==> src/rtl/instr_fetch_pkg.sv <==
// Shared constants, state encoding and the fetch-fault helper for the fetch stage.
package instr_fetch_pkg;

   localparam int          ADDR_W    = 32;
   localparam int          INSTR_W   = 32;
   localparam logic [31:0] RESET_PC  = 32'h0000_0000;
   localparam logic [31:0] ROM_LIMIT = 32'h0000_001C;
   localparam logic [31:0] NOP       = 32'h0000_0013;

   typedef enum logic {
      RUN  = 1'b0,
      HALT = 1'b1
   } state_t;

   // An address faults when it lies beyond the populated ROM or is not word aligned.
   function automatic logic fetch_fault(input logic [ADDR_W-1:0] addr);
      return (addr >= ROM_LIMIT[ADDR_W-1:0]) || (addr[1:0] != 2'b00);
   endfunction

endpackage

==> src/rtl/instr_fetch_pc_reg.sv <==
// Program counter: async reset, redirect load (priority) and +4 increment.
module pc_reg #(
   parameter int             W       = 32,
   parameter logic [W-1:0]   RST_VAL = '0
) (
   input  logic         clk,
   input  logic         reset,
   input  logic         load,
   input  logic [W-1:0] load_pc,
   input  logic         inc,
   output logic [W-1:0] pc,
   output logic [W-1:0] pc_plus4
);

   logic [W-1:0] pc_reg_q;

   // Adder wraps naturally modulo 2^W.
   assign pc_plus4 = pc_reg_q + W'(4);
   assign pc       = pc_reg_q;

   // PC update: a redirect load wins over the sequential increment.
   always_ff @(posedge clk or posedge reset) begin
      if (reset) begin
         pc_reg_q <= RST_VAL;
      end else if (load) begin
         pc_reg_q <= load_pc;
      end else if (inc) begin
         pc_reg_q <= pc_plus4;
      end
   end

endmodule

==> src/rtl/instr_fetch.sv <==
// Instruction fetch stage: PC, ROM address, IF/ID slot with valid/ready, fault halt.
module instr_fetch
   import instr_fetch_pkg::*;
(
   input  logic               clk,
   input  logic               reset,
   output logic [ADDR_W-1:0]  rom_address,
   input  logic [INSTR_W-1:0] rom_data,
   input  logic               redirect_valid,
   input  logic [ADDR_W-1:0]  redirect_pc,
   input  logic               id_ready,
   output logic               if_valid,
   output logic [INSTR_W-1:0] if_instr,
   output logic [ADDR_W-1:0]  if_pc,
   output logic [ADDR_W-1:0]  if_pc_plus4,
   output logic               halted,
   output logic [ADDR_W-1:0]  fault_pc,
   output logic [31:0]        fetch_count
);

   state_t             state_reg;
   state_t             state_next;

   logic [ADDR_W-1:0]  pc;
   logic [ADDR_W-1:0]  pc_plus4;

   logic               if_valid_reg;
   logic [INSTR_W-1:0] if_instr_reg;
   logic [ADDR_W-1:0]  if_pc_reg;
   logic [ADDR_W-1:0]  if_pc_plus4_reg;
   logic [ADDR_W-1:0]  fault_pc_reg;
   logic [31:0]        fetch_count_reg;

   logic               xfer;
   logic               slot_free;
   logic               fault_now;
   logic               redirect_ok;
   logic               pc_inc;
   logic               fault_take;
   logic               halt_drain;

   assign xfer        = if_valid_reg && id_ready;
   assign slot_free   = !if_valid_reg || id_ready;
   assign fault_now   = fetch_fault(pc);
   assign redirect_ok = !fetch_fault(redirect_pc);

   pc_reg #(
      .W       (ADDR_W),
      .RST_VAL (RESET_PC[ADDR_W-1:0])
   ) u_pc_reg (
      .clk      (clk),
      .reset    (reset),
      .load     (redirect_valid),
      .load_pc  (redirect_pc),
      .inc      (pc_inc),
      .pc       (pc),
      .pc_plus4 (pc_plus4)
   );

   // FSM state register.
   always_ff @(posedge clk or posedge reset) begin
      if (reset) begin
         state_reg <= RUN;
      end else begin
         state_reg <= state_next;
      end
   end

   // Next state: redirect decides RUN/HALT by target validity, otherwise a fault halts.
   always_comb begin
      state_next = state_reg;
      if (redirect_valid) begin
         state_next = redirect_ok ? RUN : HALT;
      end else if ((state_reg == RUN) && slot_free && fault_now) begin
         state_next = HALT;
      end
   end

   // Control decode from state and handshake; redirect masks every other action.
   always_comb begin
      pc_inc     = 1'b0;
      fault_take = 1'b0;
      halt_drain = 1'b0;
      halted     = (state_reg == HALT);
      if (!redirect_valid) begin
         if (state_reg == RUN) begin
            pc_inc     = slot_free && !fault_now;
            fault_take = slot_free && fault_now;
         end else begin
            halt_drain = xfer;
         end
      end
   end

   // IF/ID slot: flush on redirect, capture on fetch, empty on fault or drained while halted.
   always_ff @(posedge clk or posedge reset) begin
      if (reset) begin
         if_valid_reg    <= 1'b0;
         if_instr_reg    <= '0;
         if_pc_reg       <= '0;
         if_pc_plus4_reg <= '0;
      end else if (redirect_valid) begin
         if_valid_reg    <= 1'b0;
      end else if (pc_inc) begin
         if_valid_reg    <= 1'b1;
         if_instr_reg    <= rom_data;
         if_pc_reg       <= pc;
         if_pc_plus4_reg <= pc_plus4;
      end else if (fault_take || halt_drain) begin
         if_valid_reg    <= 1'b0;
      end
   end

   // Record the offending address for a bad redirect target or a faulting fetch.
   always_ff @(posedge clk or posedge reset) begin
      if (reset) begin
         fault_pc_reg <= '0;
      end else if (redirect_valid) begin
         if (!redirect_ok) begin
            fault_pc_reg <= redirect_pc;
         end
      end else if (fault_take) begin
         fault_pc_reg <= pc;
      end
   end

   // Completed transfers, counted even when a redirect flushes the slot in the same cycle.
   always_ff @(posedge clk or posedge reset) begin
      if (reset) begin
         fetch_count_reg <= '0;
      end else if (xfer) begin
         fetch_count_reg <= fetch_count_reg + 32'd1;
      end
   end

   assign rom_address = pc;
   assign if_valid    = if_valid_reg;
   assign if_instr    = if_instr_reg;
   assign if_pc       = if_pc_reg;
   assign if_pc_plus4 = if_pc_plus4_reg;
   assign fault_pc    = fault_pc_reg;
   assign fetch_count = fetch_count_reg;

endmodule

==> config.mk <==
export PLATFORM = sky130hd
export DESIGN_NAME = instr_fetch
export DESIGN_NICKNAME = d
export VERILOG_FILES = /design/src/rtl/instr_fetch_pkg.sv /design/src/rtl/instr_fetch_pc_reg.sv /design/src/rtl/instr_fetch.sv
export SDC_FILE = /design/constraint.sdc
export NUM_CORES = 1
export LEC_CHECK = 0
export CORE_AREA = 10 10 105 177
export CTS_CLUSTER_DIAMETER = 60
export DETAILED_ROUTE_END_ITERATION = 8
export DIE_AREA = 0 0 115 187
export PLACE_DENSITY = 0.84
export SLEW_MARGIN = 20
export SYNTH_ARGS = -nofsm -noshare
export SYNTH_HDL_FRONTEND = slang
export SYNTH_SLANG_ARGS = --single-unit
==> constraint.sdc <==
create_clock -name clk -period 14.5 [get_ports clk]
set_input_delay 4.35 -clock clk [delete_from_list [all_inputs] [get_ports clk]]
set_output_delay 4.35 -clock clk [all_outputs]
set_load 0.02 [all_outputs]
# Yosys cells after proc, flatten, opt, wreduce, memory -nomap -nowiden
# Cells that the tools add are included.
# W data, S select, Z words.
word_totals:
  reg_bits: 194
  latchBits: 0
  mem_bits_rw: 0
  rom_bits: 0
  inputBits: 68
  word_cells: 51
  mem_count: 0
op_classes:
  n_addsub: 2
  multipliers: 0
  div: 0
  magnitude_cmp: 2
  n_eq_ne: 1
  n_shift: 0
  mux: 17
  n_bitwise: 2
  reduce_logical: 19
ops:
  columns: ["cell", "count"]
  rows:
  - ["$mux W32", 5]
  - ["$ge A32 B5 Y1 const B", 2]
  - ["$add A32 B1 Y32 const B", 1]
  - ["$add A32 B3 Y32 const B", 1]
  - ["$mux W1", 12]
  - ["$reduce_bool A2 Y1", 5]
  - ["$logic_and A1 B1 Y1", 5]
  - ["$logic_or A1 B1 Y1", 4]
  - ["$reduce_and A2 Y1", 2]
  - ["$reduce_bool A3 Y1", 1]
  - ["$logic_not A1 Y1", 2]
  - ["$ne A2 B1 Y1 const B", 1]
  - ["$not A1 Y1", 2]

# Longest topological paths before layout
# Gate-level depths: netlist (run 1).
logic_depth:
  word_depth: 9
  depth_mapped: 7
  ltp_nobuf: 6

# Modules after synthesis
# Synthesis (run 1) repeated with hierarchy kept, for this count alone.
unflattened:
  cells_unflattened: 751
  hier_area_um2: 9067.4
modules_own_cells:
  columns: ["module", "n_inst", "cells_per_inst", "area_per_inst_um2", "seq_area_each_um2"]
  rows:
  - ["instr_fetch", 1, 458, 6652.6, 4053.9]
  - ["pc_reg", 1, 293, 2414.8, 800.8]

# Worst setup path after synthesis (run 1)
# No wires, ideal clock.
synth_timing:
  kind: "input to register"
  from: "input port redirect_valid"
  to: "register fault_pc_reg[10] (netlist: fault_pc[10])"
  setup_time_ns: 0.125
  arrival_time_ns: 5.655
  setup_slack_ns: 8.721
  cell_stages: 7
  cell_sequence: "buf_2 > nor4b_1 > nand4_1 > a311oi_1 > a21oi_1 > buf_2 > mux2_2"
synth_via:
  elab_chain_len: 3
synth_lines:
  columns: ["element", "line_no", "source"]
  rows:
  - ["from (decl)", "instr_fetch.sv:9", "input logic redirect_valid,"]
  - ["$mux W1", "instr_fetch.sv:85", "if (!redirect_valid) begin"]
  - ["$reduce_bool A2 Y1 (no line)", null, null]
  - ["$reduce_and A2 Y1 (no line)", null, null]
  - ["to (signal assigned)", "instr_fetch.sv:120", "fault_pc_reg <= redirect_pc;"]
  - ["to (signal assigned)", "instr_fetch.sv:123", "fault_pc_reg <= pc;"]
  - ["to (decl)", "instr_fetch.sv:31", "logic [ADDR_W-1:0] fault_pc_reg;"]
# Several ways; a longest one is shown, not always the timed one.
# A chain may end at the register's enable or synchronous reset.

# Worst setup path in the final report (run 1)
layout_timing:
  from: "input port id_ready"
  to: "register fault_pc_reg[25] (netlist: fault_pc[25])"
layout_via:
  elab_chain_len: 6
layout_lines:
  columns: ["element", "line_no", "source"]
  rows:
  - ["from (decl)", "instr_fetch.sv:11", "input logic id_ready,"]
  - ["$logic_or A1 B1 Y1", "instr_fetch.sv:43", "assign slot_free = !if_valid_reg || id_ready;"]
  - ["$logic_and A1 B1 Y1", "instr_fetch.sv:88", "fault_take = slot_free && fault_now;"]
  - ["$mux W1", "instr_fetch.sv:86", "if (state_reg == RUN) begin"]
  - ["$mux W1", "instr_fetch.sv:85", null]
  - ["$reduce_bool A2 Y1 (no line)", null, null]
  - ["$reduce_and A2 Y1 (no line)", null, null]
# Every way passes these cells.

==> metrics.cfg, run 1 <==
[critical_path]
critPathSlowestCell=a21oi_4
setup.worst_path.start=id_ready
slowest_delay_ns=0.85
crit_chain=clkdlybuf4s50_1 -> nand2b_1 -> nand2b_1 -> o21bai_1 -> a21oi_4 -> mux2_2
crit_path_max_fanout=33
r2r_start=u_pc_reg.pc[2]
critPathArrivalTime_ns=6.66
reg2regPathDepth=6
r2r_slack_ns=11.64
cp.required_ns=14.81
crit_type=in -> reg
critPathLaunchType=input port
cp_common_cell=nand2b_1
r2r_end=if_instr[19]
cp-end-kind=register
crit_end=fault_pc[25]

[route]
routed_wl_um=20700
vias_per_cell=5.20
vias=5072
ant_nets=0
drcViolationCount=0
drt-initial-drc-count=232
wl_per_cell_um=21.2
firstDrtPassIters=4

[clock_tree]
cts_setup_buffers=0
clock_latency_ns=0.43
cts_tree=done
hold_buffers=0
ctsResizeCount=0
clkTransAtPathRegs_ns=0.08
numClockSinks=192
cts_buffers=17
cts.path.max_buffers=2
htree_levels=4
root_buffer=clkbuf_16

[layout]
syn_to_final_growth_pct=45.9
fin_nets=843
finalInstanceArea_um2=10600
regArea_um2=4800
antenna_cells=0
multi_input_area_um2=2360
layout.cells.non_filler=975
final_util_pct=67.7
drive_gt1_share_pct=17.4
fillers=1111

[synthesis]
ys.flop_type=dfrtp_1
syn_area_per_cell_um2=14.2
synthTopCellsByCount=dfrtp_1, mux2_2, nor2b_1, xnor2_1, nand2_1
synth-seq-cells=192
synth_edf_count=0
async_flop_share_pct=100
yosysUniqueCellTypes=35
synth_top_cell_area_share_pct=65.8
synth_area_um2=7300
synth_warnings=0
synth_top_cell_by_area=dfrtp_1
syn_nets=585
yosys.cell_count.top_type=dfrtp_1
ys_seq_area_share_pct=65.8
synth_cells=515
synth_area_leaders=dfrtp_1, mux2_2, nor2b_1, xnor2_1, nor4_1

[grt]
grt.total_usage_pct=19.2
grt_max_degree=124
grt_pass1_wl_um=32400
overflow=0
antenna_found_initial=0
grt_pass1_vias=5691

[power_and_ir_drop]
cellLeakagePower_nw=4.70
p_total_mw=1.23
p_per_area_nw_per_um2=115
peakVddDrop_uv=82.6

[sta]
grt_setup_unrepaired=no
clock_skew_ns=0.0113
fmax_mhz=157
drv_slew=0
relSlewSlack_pct=29.7
setup_viol=0
setup_tns_ns=0
worst_pin_slew_ns=1.05
fin_crit_sh_pct=43.8
fin_crit_ns=6.35
hold_viol_final=0

[floorplanning]
die-area_um2=21500
initial_utilization_pct=46.4
fp.dieH_um=187
ios=262
dieWidth_um=115
core_um2=15700
rows=61

[place]
io_buffers=261
place_congestion=0.832
post-dp-hpwl_um=15600
dpl_cell_area_um2=10100
numPlacedInstances=943

[flow_run]
drv_cap=0

[hold_path]
worstHoldPathCells=1
min_path_type=reg -> reg

[run_status]
outcome=completed

## cells by family (layout without fill, tap and decap cells)
family | count (synthesis) | after routing | synth area share [%]
muxes | 99 | 99 | 15.3
and+or+nand+nor | 138 | 138 | 11.0
DFF | 192 | 192 | 65.8
adders and majority gates | 2 | 2 | 0.343
AOI/OAI and AO/OA | 18 | 18 | 1.44
xor gates and xnor gates | 34 | 34 | 4.08
buffers and inverters | 32 | 303 | 2.09
## how the worst min path moves through the flow
stage	start	end	slack (ns)
2_1_floorplan	u_pc_reg.pc[0]	u_pc_reg.pc[0]	0.52
3_3_place_gp	fetch_count[31]	fetch_count[31]	0.46
3_5_place_dp	fetch_count[31]	fetch_count[31]	0.47
4_1_cts	fetch_count[31]	fetch_count[31]	0.48
5_1_grt	fetch_count[31]	fetch_count[31]	0.49
6_report	fetch_count[31]	fetch_count[31]	0.47
## worst max-delay path, delay by kind of cell
family / cells / cell delay (ns)
compound gates: 2 / 1.07
buf+inv: 1 / 0.51
mux: 1 / 0.43
simple gates: 2 / 0.29
## through the flow
stage                     hold WS, ns  setup WS, ns
after floorplan                 0.518          4.92
after global placement          0.463          7.73
after detailed placement        0.466          7.71
after CTS                       0.476          8.14
after global routing            0.491          8.00
final                           0.468          8.15
## where the power goes
group          switching [mW]  leakage, nW  internal [mW]
logic                  0.0862         1.93         0.0894
clock network           0.208        0.278          0.257
registers              0.0213         2.49          0.564
total                   0.316         4.70          0.910
## layout make-up
class | count | share of cell area, %
timing repair buffer | 264 | 24.7
clock inverter | 14 | 1.45
tap | 189 | 2.22
clock buffer | 18 | 4.03
multi-input combinational | 291 | 22.2
inverter | 7 | 0.317
sequential | 192 | 45.1
## layer usage
metal	up-vias	GRT usage, %	share of wire (%)
met2	202	33.3	53
met4	0	10.5	4.5
met5	-	0	0
met1	2536	19.4	35
met3	46	6.52	8.0
li1	2288	-	-
## layout by cell type, fill, tap and decap left out, types with 2 or more instances in the layout
cell type and n:
a21oi_1 4, and2_1 2, and3_1 7, and4_1 3
buf_4 3, bufinv_16 2, clkbuf_16 17, clkdlybuf4s50_1 260
clkinv_2 2, clkinv_4 2, clkinvlp_4 3, dfrtp_1 192
ha_1 2, inv_1 6, inv_6 5, mux2_2 98
nand2_1 18, nand2b_1 2, nand3_1 11, nand4_1 11
nor2_1 6, nor2b_1 55, nor3_1 5, nor4_1 13
o21ai_0 8, xnor2_1 27, xor2_1 7
Note: power is estimated with default switching activity, not from simulation.
==> inputs of run 2 (changes only) <==
- CORE_AREA: 10 10 105 177 -> 10 10 108 182
- DIE_AREA: 0 0 115 187 -> 0 0 118 192
- PLACE_DENSITY: 0.84 -> 0.8
- clock period: 14.5 -> 6.5 ns (I/O delays scaled with it)
==> run 2 against run 1 <==
Effect of this change:
- flip-flop and latch count is the same
- final area up 0.85%
- critical path type unchanged
- non-clock buffer count grew 1
- largest power group unchanged
==> metrics.cfg, run 2 (synthesis gave the netlist of run 1 again) <==
[critical_path]
crit_path_max_fanout=44  ; +33%
cp.required_ns=6.80  ; -8.01 ns
critPathLaunchType=input port
critPathArrivalTime_ns=4.33  ; -2.33 ns
cp-end-kind=register
crit_type=in -> reg

[route]
firstDrtPassIters=4  ; unchanged
drt-initial-drc-count=272  ; +17%
vias_per_cell=4.94  ; -5.0%
wl_per_cell_um=20.3  ; -4.6%
ant_nets=0  ; unchanged
drcViolationCount=0  ; unchanged
vias=4989  ; -1.6%
routed_wl_um=20400  ; -1.3%

[grt]
grt_pass1_wl_um=32100  ; -0.94%
grt_pass1_vias=5524  ; -2.9%
grt_max_degree=193  ; +56%
grt.total_usage_pct=17.9  ; -1.3 points
antenna_found_initial=0  ; unchanged
overflow=0  ; unchanged

[layout]
finalInstanceArea_um2=10700  ; +0.85%
fillers=1207  ; +8.6%
final_common_cell=clkdlybuf4s50_1
antenna_cells=0  ; unchanged
final_util_pct=65.3  ; -2.4 points
final_cell_mix=clkdlybuf4s50_1, dfrtp_1, mux2_2
syn_to_final_growth_pct=47.1
fin_nets=844  ; +0.12%
drive_gt1_share_pct=17.1  ; -0.36 points
layout.cells.non_filler=1009  ; +3.5%

[clock_tree]
numClockSinks=192  ; unchanged
cts.path.max_buffers=2  ; unchanged
ctsResizeCount=0  ; unchanged
htree_levels=4  ; unchanged
root_buffer=clkbuf_16
clock_latency_ns=0.42  ; about the same
cts_tree=done
cts_setup_buffers=0  ; unchanged
clkTransAtPathRegs_ns=0.07  ; about the same
hold_buffers=0  ; unchanged
cts_buffers=17  ; unchanged

[sta]
hold_slack_ns=0.495  ; +0.0271 ns
worst_pin_slew_ns=1.00  ; -0.0512 ns
relSlewSlack_pct=33.2  ; +3.6 points
drv_slew=0  ; unchanged
fin_ws_ns=2.47  ; -5.68 ns
fin_crit_sh_pct=62.0
clock_skew_ns=0.0134  ; +0.00212 ns
fmax_mhz=248
hold_viol_final=0  ; unchanged
fin_crit_ns=4.03
setup_tns_ns=0  ; unchanged
grt_setup_unrepaired=no
setup_viol=0  ; unchanged

[power_and_ir_drop]
p_comb_share_pct=14.5  ; +0.2 points
p_per_area_nw_per_um2=253  ; +120%
peakVddDrop_uv=169  ; +100%
power.switching_fraction_pct=24.7  ; -1.0 points
cellLeakagePower_nw=4.71  ; +0.20%
p_int_mw=2.05  ; +130%
seqPwrFrac_pct=47.9  ; +0.2 points
power.switching_uw=672  ; +110%
p_total_mw=2.72  ; +120%
power.share.clock_pct=37.5  ; -0.4 points

[floorplanning]
ios=262  ; unchanged
dieWidth_um=118  ; +2.6%
core_um2=16400  ; +4.6%
fp.dieH_um=192  ; +2.7%
rows=62  ; +1.6%
die-area_um2=22700  ; +5.4%
initial_utilization_pct=44.4  ; -2.0 points

[place]
place_congestion=0.837  ; +0.59%
post-dp-hpwl_um=15400  ; -1.1%
preCtsSetupSlack_ns=2.03  ; -5.68 ns
numPlacedInstances=977  ; +3.6%
dpl_cell_area_um2=10100  ; +0.45%
io_buffers=261  ; unchanged

[hold_path]
min_path_type=reg -> reg

[run_status]
outcome=completed

[flow_run]
drv_cap=0  ; unchanged

[run 2: layout make-up]
cell class | count | area (um2) | area share, %
multi-input cells | 291 | 2360 | 22.0
well taps | 224 | 280 | 2.61
repair buffers | 265 | 2690 | 25.0
clock buffers | 22 | 464 | 4.32
flip-flops and latches | 192 | 4800 | 44.7
inverters | 7 | 30.0 | 0.280
clock inverters | 8 | 109 | 1.01
[run 2: critical path, cell delays in order]
cell,delay (ns)
buf_2,0.70
nor4b_1,0.32
nand4_1,0.12
a311oi_1,0.51
a21oi_4,0.18
buf_16,0.22
mux2_2,0.28
[run 2: path summary, 6_finish.rpt]
check	depth (start not counted)	startpoint	to	slack, ns
max in group asynchronous	4	reset	if_instr[26]	3.55
setup reg to reg	6	u_pc_reg.pc[2]	if_instr[22]	3.35
hold reg to reg	1	fetch_count[31]	fetch_count[31]	0.50
hold / removal	1	fetch_count[31]	fetch_count[31]	0.50
setup / recovery	7	redirect_valid	fault_pc[26]	2.47
min in group asynchronous	3	reset	if_instr[3]	1.98
[run 2: routing by layer]
metal / routed length (um) / part of all wire (%) / global-route usage, %
met4: 493 / 2.4 / 7.21
met1: 7550 / 37 / 18.8
met5: 0 / 0 / 0
met2: 11000 / 54 / 32.0
met3: 1400 / 6.9 / 6.50
[run 2: power by group through the flow]
stage | Sequential, mW | Clock (mW) | Combinational [mW]
after floorplan | 1.39 | 0 | 0.106
after global placement | 1.32 | 0 | 0.390
after detailed placement | 1.33 | 0 | 0.395
after CTS | 1.30 | 1.05 | 0.397
after global routing | 1.31 | 1.10 | 0.419
final | 1.30 | 1.02 | 0.395
